### config.mk
export PLATFORM = sky130hd
export DESIGN_NAME = clk_ratio_meter
export DESIGN_NICKNAME = d
export VERILOG_FILES = /design/src/rtl/clk_meas_pkg.sv /design/src/rtl/clk_ratio_meter_sync_edge_det.sv /design/src/rtl/clk_ratio_meter.sv
export SDC_FILE = /design/constraint.sdc
export NUM_CORES = 1
export LEC_CHECK = 0
export ABC_AREA = 1
export CAP_MARGIN = 5
export CELL_PAD_IN_SITES_DETAIL_PLACEMENT = 1
export CELL_PAD_IN_SITES_GLOBAL_PLACEMENT = 1
export CORE_UTILIZATION = 42
export CTS_CLUSTER_DIAMETER = 60
export DETAILED_ROUTE_END_ITERATION = 7
export PLACE_DENSITY = 0.79
export SKIP_LAST_GASP = 1
export SLEW_MARGIN = 10
export SYNTH_ARGS = -nofsm -noshare
export SYNTH_HDL_FRONTEND = slang
export SYNTH_SLANG_ARGS = --single-unit
### constraint.sdc
create_clock -name i_ref_clk -period 1.7 [get_ports i_ref_clk]
set_clock_uncertainty 0.1 [all_clocks]
set_input_delay 0.255 -clock i_ref_clk [delete_from_list [all_inputs] [get_ports i_ref_clk]]
set_output_delay 0.255 -clock i_ref_clk [all_outputs]
set_load 0.01 [all_outputs]
### src/rtl/clk_meas_pkg.sv
// Shared constants for the divided-clock ratio meter: FSM encoding and parameter defaults.
package clk_meas_pkg;

    localparam logic [1:0] ST_IDLE    = 2'd0;
    localparam logic [1:0] ST_ARM     = 2'd1;
    localparam logic [1:0] ST_MEASURE = 2'd2;

    localparam int DEFAULT_MAX_RATIO = 1024;
    localparam int MIN_SYNC_STAGES   = 2;

endpackage

### src/rtl/clk_ratio_meter_sync_edge_det.sv
// Multi-flop synchronizer for an asynchronous level with registered rise/fall strobes.
module sync_edge_det
    import clk_meas_pkg::*;
#(
    parameter int SYNC_STAGES = MIN_SYNC_STAGES
) (
    input  logic i_clk,
    input  logic i_rst_n,
    input  logic i_async,
    output logic o_sync,
    output logic o_rise,
    output logic o_fall
);

    logic [SYNC_STAGES-1:0] r_sync;
    logic                   r_sync_d;

    always_ff @(posedge i_clk or negedge i_rst_n) begin
        if (!i_rst_n) begin
            r_sync   <= '0;
            r_sync_d <= 1'b0;
        end else begin
            r_sync   <= {r_sync[SYNC_STAGES-2:0], i_async};
            r_sync_d <= r_sync[SYNC_STAGES-1];
        end
    end

    assign o_sync = r_sync[SYNC_STAGES-1];
    assign o_rise = o_sync & ~r_sync_d;
    assign o_fall = ~o_sync & r_sync_d;

endmodule

### src/rtl/clk_ratio_meter.sv
// Recovers period, high time and stability of a divided clock in reference-clock cycles.
module clk_ratio_meter
    import clk_meas_pkg::*;
#(
    parameter int RATIO_WIDTH = 32,
    parameter int SYNC_STAGES = 2,
    parameter int MAX_RATIO   = DEFAULT_MAX_RATIO
) (
    input  logic                   i_ref_clk,
    input  logic                   i_rst_n,
    input  logic                   i_meas_en,
    input  logic                   i_div_clk,
    output logic [RATIO_WIDTH-1:0] o_ratio,
    output logic [RATIO_WIDTH-1:0] o_high,
    output logic                   o_valid,
    output logic                   o_lock,
    output logic                   o_timeout
);

    // Depths below the metastability minimum are raised rather than honoured.
    localparam int EFF_SYNC = (SYNC_STAGES < MIN_SYNC_STAGES) ? MIN_SYNC_STAGES : SYNC_STAGES;

    localparam logic [RATIO_WIDTH-1:0] CNT_ONE = RATIO_WIDTH'(1);
    localparam logic [RATIO_WIDTH-1:0] CNT_MAX = RATIO_WIDTH'(MAX_RATIO);
    localparam logic [RATIO_WIDTH-1:0] CNT_TMO = RATIO_WIDTH'(MAX_RATIO - 1);

    logic                   w_div_s;
    logic                   w_rise;
    logic                   w_fall;

    logic [1:0]             r_state;
    logic [1:0]             w_state_nxt;
    logic [RATIO_WIDTH-1:0] r_per_cnt;
    logic [RATIO_WIDTH-1:0] r_hi_cnt;
    logic                   r_prev_valid;

    logic [RATIO_WIDTH-1:0] r_ratio;
    logic [RATIO_WIDTH-1:0] r_high;
    logic                   r_valid;
    logic                   r_lock;
    logic                   r_timeout;

    logic                   w_active;
    logic                   w_timeout_hit;
    logic                   w_capture;
    logic                   w_high_cap;

    sync_edge_det #(
        .SYNC_STAGES (EFF_SYNC)
    ) u_sync_edge_det (
        .i_clk   (i_ref_clk),
        .i_rst_n (i_rst_n),
        .i_async (i_div_clk),
        .o_sync  (w_div_s),
        .o_rise  (w_rise),
        .o_fall  (w_fall)
    );

    assign w_active = (r_state == ST_ARM) || (r_state == ST_MEASURE);

    // The timeout fires as the period count would reach MAX_RATIO; a rise in that cycle is a capture.
    assign w_timeout_hit = w_active && i_meas_en && !w_rise && (r_per_cnt >= CNT_TMO);
    assign w_capture     = (r_state == ST_MEASURE) && i_meas_en && w_rise;
    assign w_high_cap    = (r_state == ST_MEASURE) && i_meas_en && w_fall;

    always_comb begin
        w_state_nxt = r_state;
        if (!i_meas_en) begin
            w_state_nxt = ST_IDLE;
        end else begin
            case (r_state)
                ST_IDLE:    w_state_nxt = ST_ARM;
                ST_ARM:     w_state_nxt = w_rise ? ST_MEASURE : ST_ARM;
                ST_MEASURE: w_state_nxt = w_timeout_hit ? ST_ARM : ST_MEASURE;
                default:    w_state_nxt = ST_IDLE;
            endcase
        end
    end

    always_ff @(posedge i_ref_clk or negedge i_rst_n) begin
        if (!i_rst_n) begin
            r_state <= ST_IDLE;
        end else begin
            r_state <= w_state_nxt;
        end
    end

    always_ff @(posedge i_ref_clk or negedge i_rst_n) begin
        if (!i_rst_n) begin
            r_per_cnt <= '0;
            r_hi_cnt  <= '0;
        end else if (r_state == ST_IDLE) begin
            r_per_cnt <= '0;
            r_hi_cnt  <= '0;
        end else begin
            if (w_rise) begin
                r_per_cnt <= CNT_ONE;
            end else if (w_timeout_hit) begin
                r_per_cnt <= '0;
            end else if (r_per_cnt < CNT_MAX) begin
                r_per_cnt <= r_per_cnt + CNT_ONE;
            end

            if (w_rise) begin
                r_hi_cnt <= CNT_ONE;
            end else if (w_div_s && (r_hi_cnt < CNT_MAX)) begin
                r_hi_cnt <= r_hi_cnt + CNT_ONE;
            end
        end
    end

    always_ff @(posedge i_ref_clk or negedge i_rst_n) begin
        if (!i_rst_n) begin
            r_ratio      <= '0;
            r_high       <= '0;
            r_valid      <= 1'b0;
            r_lock       <= 1'b0;
            r_timeout    <= 1'b0;
            r_prev_valid <= 1'b0;
        end else begin
            r_valid   <= w_capture;
            r_timeout <= w_timeout_hit;

            if (w_capture) begin
                r_ratio <= r_per_cnt;
            end
            if (w_high_cap) begin
                r_high <= r_hi_cnt;
            end

            // Lock compares against the previous capture, so it needs one capture since arming.
            if (!i_meas_en || w_timeout_hit) begin
                r_lock <= 1'b0;
            end else if (w_capture) begin
                r_lock <= (r_per_cnt == r_ratio) && r_prev_valid;
            end

            if (!i_meas_en || w_timeout_hit || (r_state == ST_IDLE)) begin
                r_prev_valid <= 1'b0;
            end else if (w_capture) begin
                r_prev_valid <= 1'b1;
            end
        end
    end

    assign o_ratio   = r_ratio;
    assign o_high    = r_high;
    assign o_valid   = r_valid;
    assign o_lock    = r_lock;
    assign o_timeout = r_timeout;

endmodule

[Yosys cells after proc, flatten, opt, wreduce, memory -nomap -nowiden]
Cells that the tools add are included.
Storage, ports and cells
  bits in registers: 137
  latch bits: 0
  bits in writable memories: 0
  memory bits (read-only): 0
  bits of input ports: 4
  output and inout bits: 67
  logic and storage cells: 56
  memories kept: 0
Cells by class
  add/subtract/negate cells: 2
  $mul: 0
  div/mod/pow operators: 0
  magnitude comparators: 3
  equality and inequality tests: 3
  shifts and indexed selects: 0
  mux-type cells: 15
  bitwise operators: 4
  reduce and logical (&&, ||, !) cells: 18
Operators by type and width (number)
  $mux 32: 7
  $add 32x1->32 const B: 2
  $lt 32x11->1 const B: 2
  $eq 32x32->1: 1
  $ge 32x10->1 const B: 1
  $logic_and 1x1->1: 8
  $mux 2: 3
  $pmux 2 s3: 1
  $mux 1: 4
  $reduce_bool 2->1: 2
  $reduce_bool 4->1: 1
  $logic_or 1x1->1: 3
  $reduce_bool 3->1: 1
  $and 1x1->1: 2
  $eq 2x1->1 const B: 1
  $eq 2x2->1 const B: 1
  $logic_not 1->1: 2
  $logic_not 2->1: 1
  $not 1->1: 2

[Logic depth before layout (Yosys ltp)]
  depth after elaboration: 8
  mapped depth: 12
  gate-level depth less buffers: 12

[Modules after synthesis]
A second synthesis with hierarchy kept.
Second synthesis, totals
  cell total of the unflattened synthesis: 693
  area, all modules: 6013.3 um^2
Modules (own cells, without submodules)
  clk_ratio_meter: times used 1, cells each 686, area an instance 5923.2 um^2, seq. area each 3353.2 um^2
  sync_edge_det: times used 1, cells each 7, area an instance 90.1 um^2, seq. area each 75.1 um^2

[Worst setup path after synthesis]
Ideal clock, no wire load.
  path type: register to register
  start point: register r_state[0]
  end point: register r_per_cnt[2]
  library setup time: 0.123 ns
  data arrival time: 1.343 ns
  data required time: 1.477 ns
  slack: 0.134 ns
  stages on the path, launching flop included: 10
  path buffers: 1
  period minus slack after synthesis: 1.566 ns
  path through: dfrtp_1 inv_1 ha_1 nor2_2 nand2_1 inv_2 nand2_4 buf_6 a21oi_1 nor3_2
Between the ends
  longest elaborated chain between the ends: 8
  elaborated cells between the ends (all ways): 11
  those cells by class: eq/ne: 2; mux: 3; reduce/logical: 6
Ends and longest elaborated chain
  from (decl): line clk_ratio_meter.sv:31  | logic [1:0] r_state;
  from (signal assigned): line clk_ratio_meter.sv:84  | r_state <= w_state_nxt;
  $eq 2x1->1 or $eq 2x2->1 (tied branches): line clk_ratio_meter.sv:59  | assign w_active = (r_state == ST_ARM) || (r_state == ST_MEASURE);
  $logic_or 1x1->1: line clk_ratio_meter.sv:59
  $logic_and 1x1->1 (3 in series): line clk_ratio_meter.sv:62  | assign w_timeout_hit = w_active && i_meas_en && !w_rise && (r_per_cnt >= CNT_TMO);
  $mux 32: line clk_ratio_meter.sv:98  | end else if (w_timeout_hit) begin
  $mux 32: line clk_ratio_meter.sv:96  | if (w_rise) begin
  $mux 32: line clk_ratio_meter.sv:92  | end else if (r_state == ST_IDLE) begin
  to (signal assigned): line clk_ratio_meter.sv:101  | r_per_cnt <= r_per_cnt + CNT_ONE;
  to (decl): line clk_ratio_meter.sv:33  | logic [RATIO_WIDTH-1:0] r_per_cnt;
Parallel ways exist; a longest one is shown, timed or not.
A chain may end at the register's enable or synchronous reset.

[Worst setup path after layout]
  start point: register r_per_cnt[29]
  end point: register r_per_cnt[1]
Between the ends
  longest elaborated chain between the ends: 5
  elaborated cells between the ends (all ways): 7
  those cells by class: order compare: 2; mux: 3; reduce/logical: 2
Ends and longest elaborated chain (line)
  $ge 32x10->1: clk_ratio_meter.sv:62
  $logic_and 1x1->1: clk_ratio_meter.sv:62
  $mux 32: clk_ratio_meter.sv:98
  $mux 32: clk_ratio_meter.sv:96
  $mux 32: clk_ratio_meter.sv:92
Parallel ways exist; a longest one is shown, timed or not.

==> impl_metrics.sql <==
INSERT INTO impl_metrics (metric_group, metric, value, unit) VALUES
('timing', 'fin_hold_ws', '189.8', 'ps'),
('cts', 'htree_num_levels', '4', ''),
('power_and_ir_drop', 'power_report.internal_total', '5.791', 'mW'),
('min_path', 'hold_path_startpoint', 'i_div_clk', ''),
('timing', 'timing.final.ws_setup', '-32.31', 'ps'),
('critical_path', 'timing.critical_path.slowest_cell_delay', '410', 'ps'),
('cts', 'cts_root_buffer', 'sky130_fd_sc_hd__clkbuf_16', ''),
('floorplan', 'die_h', '120.7', 'um'),
('grt', 'antenna_found_initial', '0', ''),
('power_and_ir_drop', 'fin_total_pwr', '7.938', 'mW'),
('critical_path', 'worstPathRequired', '1940', 'ps'),
('detailed_routing', 'dr.pass1.iters', '4', ''),
('final_layout', 'layout_common_cells', '156 x sky130_fd_sc_hd__nand2_1, 137 x sky130_fd_sc_hd__dfrtp_1, 95 x sky130_fd_sc_hd__inv_1', ''),
('floorplan', 'floorplan.io_pins', '71', ''),
('critical_path', 'r2r-end', 'r_per_cnt[1]', ''),
('detailed_routing', 'drtAntennaViolNets', '0', ''),
('cts', 'clock-sinks', '137', ''),
('cts', 'cts_tree', 'done', ''),
('critical_path', 'cp-end-kind', 'register', ''),
('min_path', 'capture_endpoint_of_the_worst_hold_path', 'u_sync_edge_det.r_sync[0]', ''),
('synth', 'syn_area', '5922', 'um^2'),
('final_layout', 'n_fill_cell', '1626', ''),
('power_and_ir_drop', 'static-leakage-power', '4.045', 'nW'),
('timing', 'final.period_utilization', '101.9', '%'),
('synth', 'netlist_top_cells_area', 'sky130_fd_sc_hd__dfrtp_1 58%, sky130_fd_sc_hd__nand2_1 10%, sky130_fd_sc_hd__inv_1 6.3%, sky130_fd_sc_hd__o21ai_0 6.2%, sky130_fd_sc_hd__nor2_1 5.9%', ''),
('critical_path', 'worstPathArrival', '1980', 'ps'),
('synth', 'synthesis.area_per_instance', '8.633', 'um^2'),
('min_path', 'holdCritPathClass', 'primary input to register', ''),
('power_and_ir_drop', 'sequentialPowerShare', '44.5', '%'),
('floorplan', 'die-area', '14580', 'um^2'),
('status', 'failed_checks', 'negative setup slack', ''),
('grt', 'grt_overflow', '0', ''),
('timing', 'slew_headroom', '69.05', '%'),
('synth', 'yosys.cell_types.count', '30', ''),
('synth', 'synthDominantAreaCellType', 'sky130_fd_sc_hd__dfrtp_1', ''),
('synth', 'synth_top_area_share', '57.89', '%'),
('final_layout', 'antenna_cells', '0', ''),
('synth', 'synth_async_sr_flop_share', '100.0', '%'),
('timing', 'achievable-frequency', '577.3', 'MHz'),
('timing', 'slew_viol_final', '0', ''),
('final_layout', 'finalNetCount', '828', ''),
('timing', 'final-hold-violation-count', '0', ''),
('power_and_ir_drop', 'power.switching', '2.147', 'mW'),
('detailed_routing', 'drt-vias-per-instance', '5.062', ''),
('flow_run', 'maxCapViolations', '0', ''),
('cts', 'numCtsBuffers', '17', ''),
('placement', 'gp_routability_congestion', '0.8329', ''),
('min_path', 'worstHoldPathCells', '1', ''),
('grt', 'pin_count_of_the_biggest_net_entering_global_routing', '54', ''),
('synth', 'ys_seq_elements', '137', ''),
('cts', 'clk_pin_slew_worst_paths', '60', 'ps'),
('detailed_routing', 'post_drt_wl_per_cell', '16.86', 'um'),
('final_layout', 'multi_input_comb_area', '2155', 'um^2'),
('placement', 'port-buffer-count', '70', ''),
('detailed_routing', 'vias', '5118', ''),
('timing', 'timing.final.setup_violations', '5', ''),
('detailed_routing', 'number_of_remaining_drc_errors', '0', ''),
('floorplan', 'die_extent_in_x', '120.7', 'um'),
('floorplan', 'placement_rows', '43', ''),
('placement', 'total_half_perimeter_wirelength_after_legalization_and_detailed_placement', '10880', 'um'),
('critical_path', 'maximum_fanout_along_the_worst_path', '7', ''),
('timing', 'post-route-min-period', '1732', 'ps'),
('floorplan', 'coreArea', '13830', 'um^2'),
('power_and_ir_drop', 'vdd_drop_max', '537.2', 'uV'),
('status', 'status', 'finished, violations left', ''),
('detailed_routing', 'drt-initial-drc-count', '209', ''),
('synth', 'synth.net_count', '696', ''),
('synth', 'synth-main-ff-cell', 'sky130_fd_sc_hd__dfrtp_1', ''),
('critical_path', 'path_class', 'register to register', ''),
('critical_path', 'r2r_start', 'r_per_cnt[29]', ''),
('timing', 'worst-slew-pin-transition', '460.1', 'ps');
## what timing repair did
action,in CTS,in global routing
hold endpoints to repair,37,0
hold buffers,1,0
pin swaps,4,12
gates cloned,1,3
endpoints found under the setup margin,85,131
gates resized for setup,60,55
setup buffers,12,18
## critical path, delay by kind of cell, from the launching register on
family,cells,cell delay [ps]
compound gates,1,90
buf+inv,1,150
flops,1,410
simple gates,6,890
## registers in the layout (all words and copies together), names as in the netlist
register	count
o_high	32
o_lock	1
o_ratio	32
o_timeout	1
o_valid	1
r_hi_cnt	32
r_per_cnt	32
r_prev_valid	1
r_state	2
u_sync_edge_det.r_sync	2
u_sync_edge_det.r_sync_d	1
## power groups by stage
stage               clock [mW]  combinational (mW)  sequential (mW)
CTS                       3.60               0.810             3.53
global route              3.72               0.962             3.55
detailed placement           0               0.837             3.59
floorplan                    0               0.326             3.61
finish                    3.54               0.863             3.53
global placement             0               0.800             3.58
## synth_stat cells, drive strengths merged (6+ instances only)
cell / number
a21oi: 19
buf: 11
clkbuf: 9
dfrtp: 137
ha: 6
inv: 104
nand2: 164
nand3: 25
nand4: 17
nor2: 98
o21ai: 73
xnor2: 6
## how the worst max path moves through the flow
stage / from / end / slack (ps) / cells after the start
floorplan: r_state[0] / r_per_cnt[2] / 130 / 9
global placement: i_meas_en / o_ratio[14] / -100 / 6
detailed placement: i_meas_en / o_ratio[5] / -210 / 5
CTS: r_hi_cnt[22] / r_hi_cnt[5] / -20 / 9
global route: r_per_cnt[20] / r_per_cnt[7] / -150 / 9
finish: r_per_cnt[29] / r_per_cnt[1] / -30 / 8
## area by class of cell
cell class / instances / area share, %
clock inverter: 15 / 1.774
timing repair buffer: 130 / 15.50
timing repair inverter: 2 / 0.1868
inverter: 105 / 4.996
tap: 180 / 2.802
clock buffer: 17 / 5.292
multi-input combinational: 425 / 26.80
sequential: 137 / 42.65
## per-stage QoR
| step | cells | util [%] | cell area, um^2 | setup slack (ps) | TNS [ps] |
|---|---|---|---|---|---|
| after global placement | 944 | 50.70 | 7010 | -100.7 | -1154 |
| final | 1011 | 58.14 | 8039 | -32.31 | -91.36 |
| after floorplan | 686 | - | 5922 | 134.5 | 0 |
| after global routing | 1011 | 58.14 | 8039 | -150.0 | -1703 |
| after detailed placement | 944 | 50.70 | 7010 | -210.3 | -2700 |
| after CTS | 990 | 55.67 | 7697 | -20.72 | -20.72 |
## metal layers
layer / wire length [um] / up-vias / track usage, %
li1: - / 2407 / -
met1: 7121 / 2594 / 28.09
met2: 9110 / 92 / 43.10
met3: 456 / 25 / 4.811
met4: 359 / 0 / 9.645
met5: 0 / - / 0
## cell families after synthesis
| family | Yosys count | synth area share [%] |
|---|---|---|
| AOI/OAI and AO/OA | 97 | 8.367 |
| xor gates and xnor gates | 11 | 1.627 |
| and+or+nand+nor | 309 | 22.12 |
| adders and majority gates | 6 | 1.268 |
| DFF | 137 | 57.89 |
| buffers and inverters | 125 | 8.536 |
| muxes | 1 | 0.1901 |
Note: power is estimated with default switching activity, not from simulation.
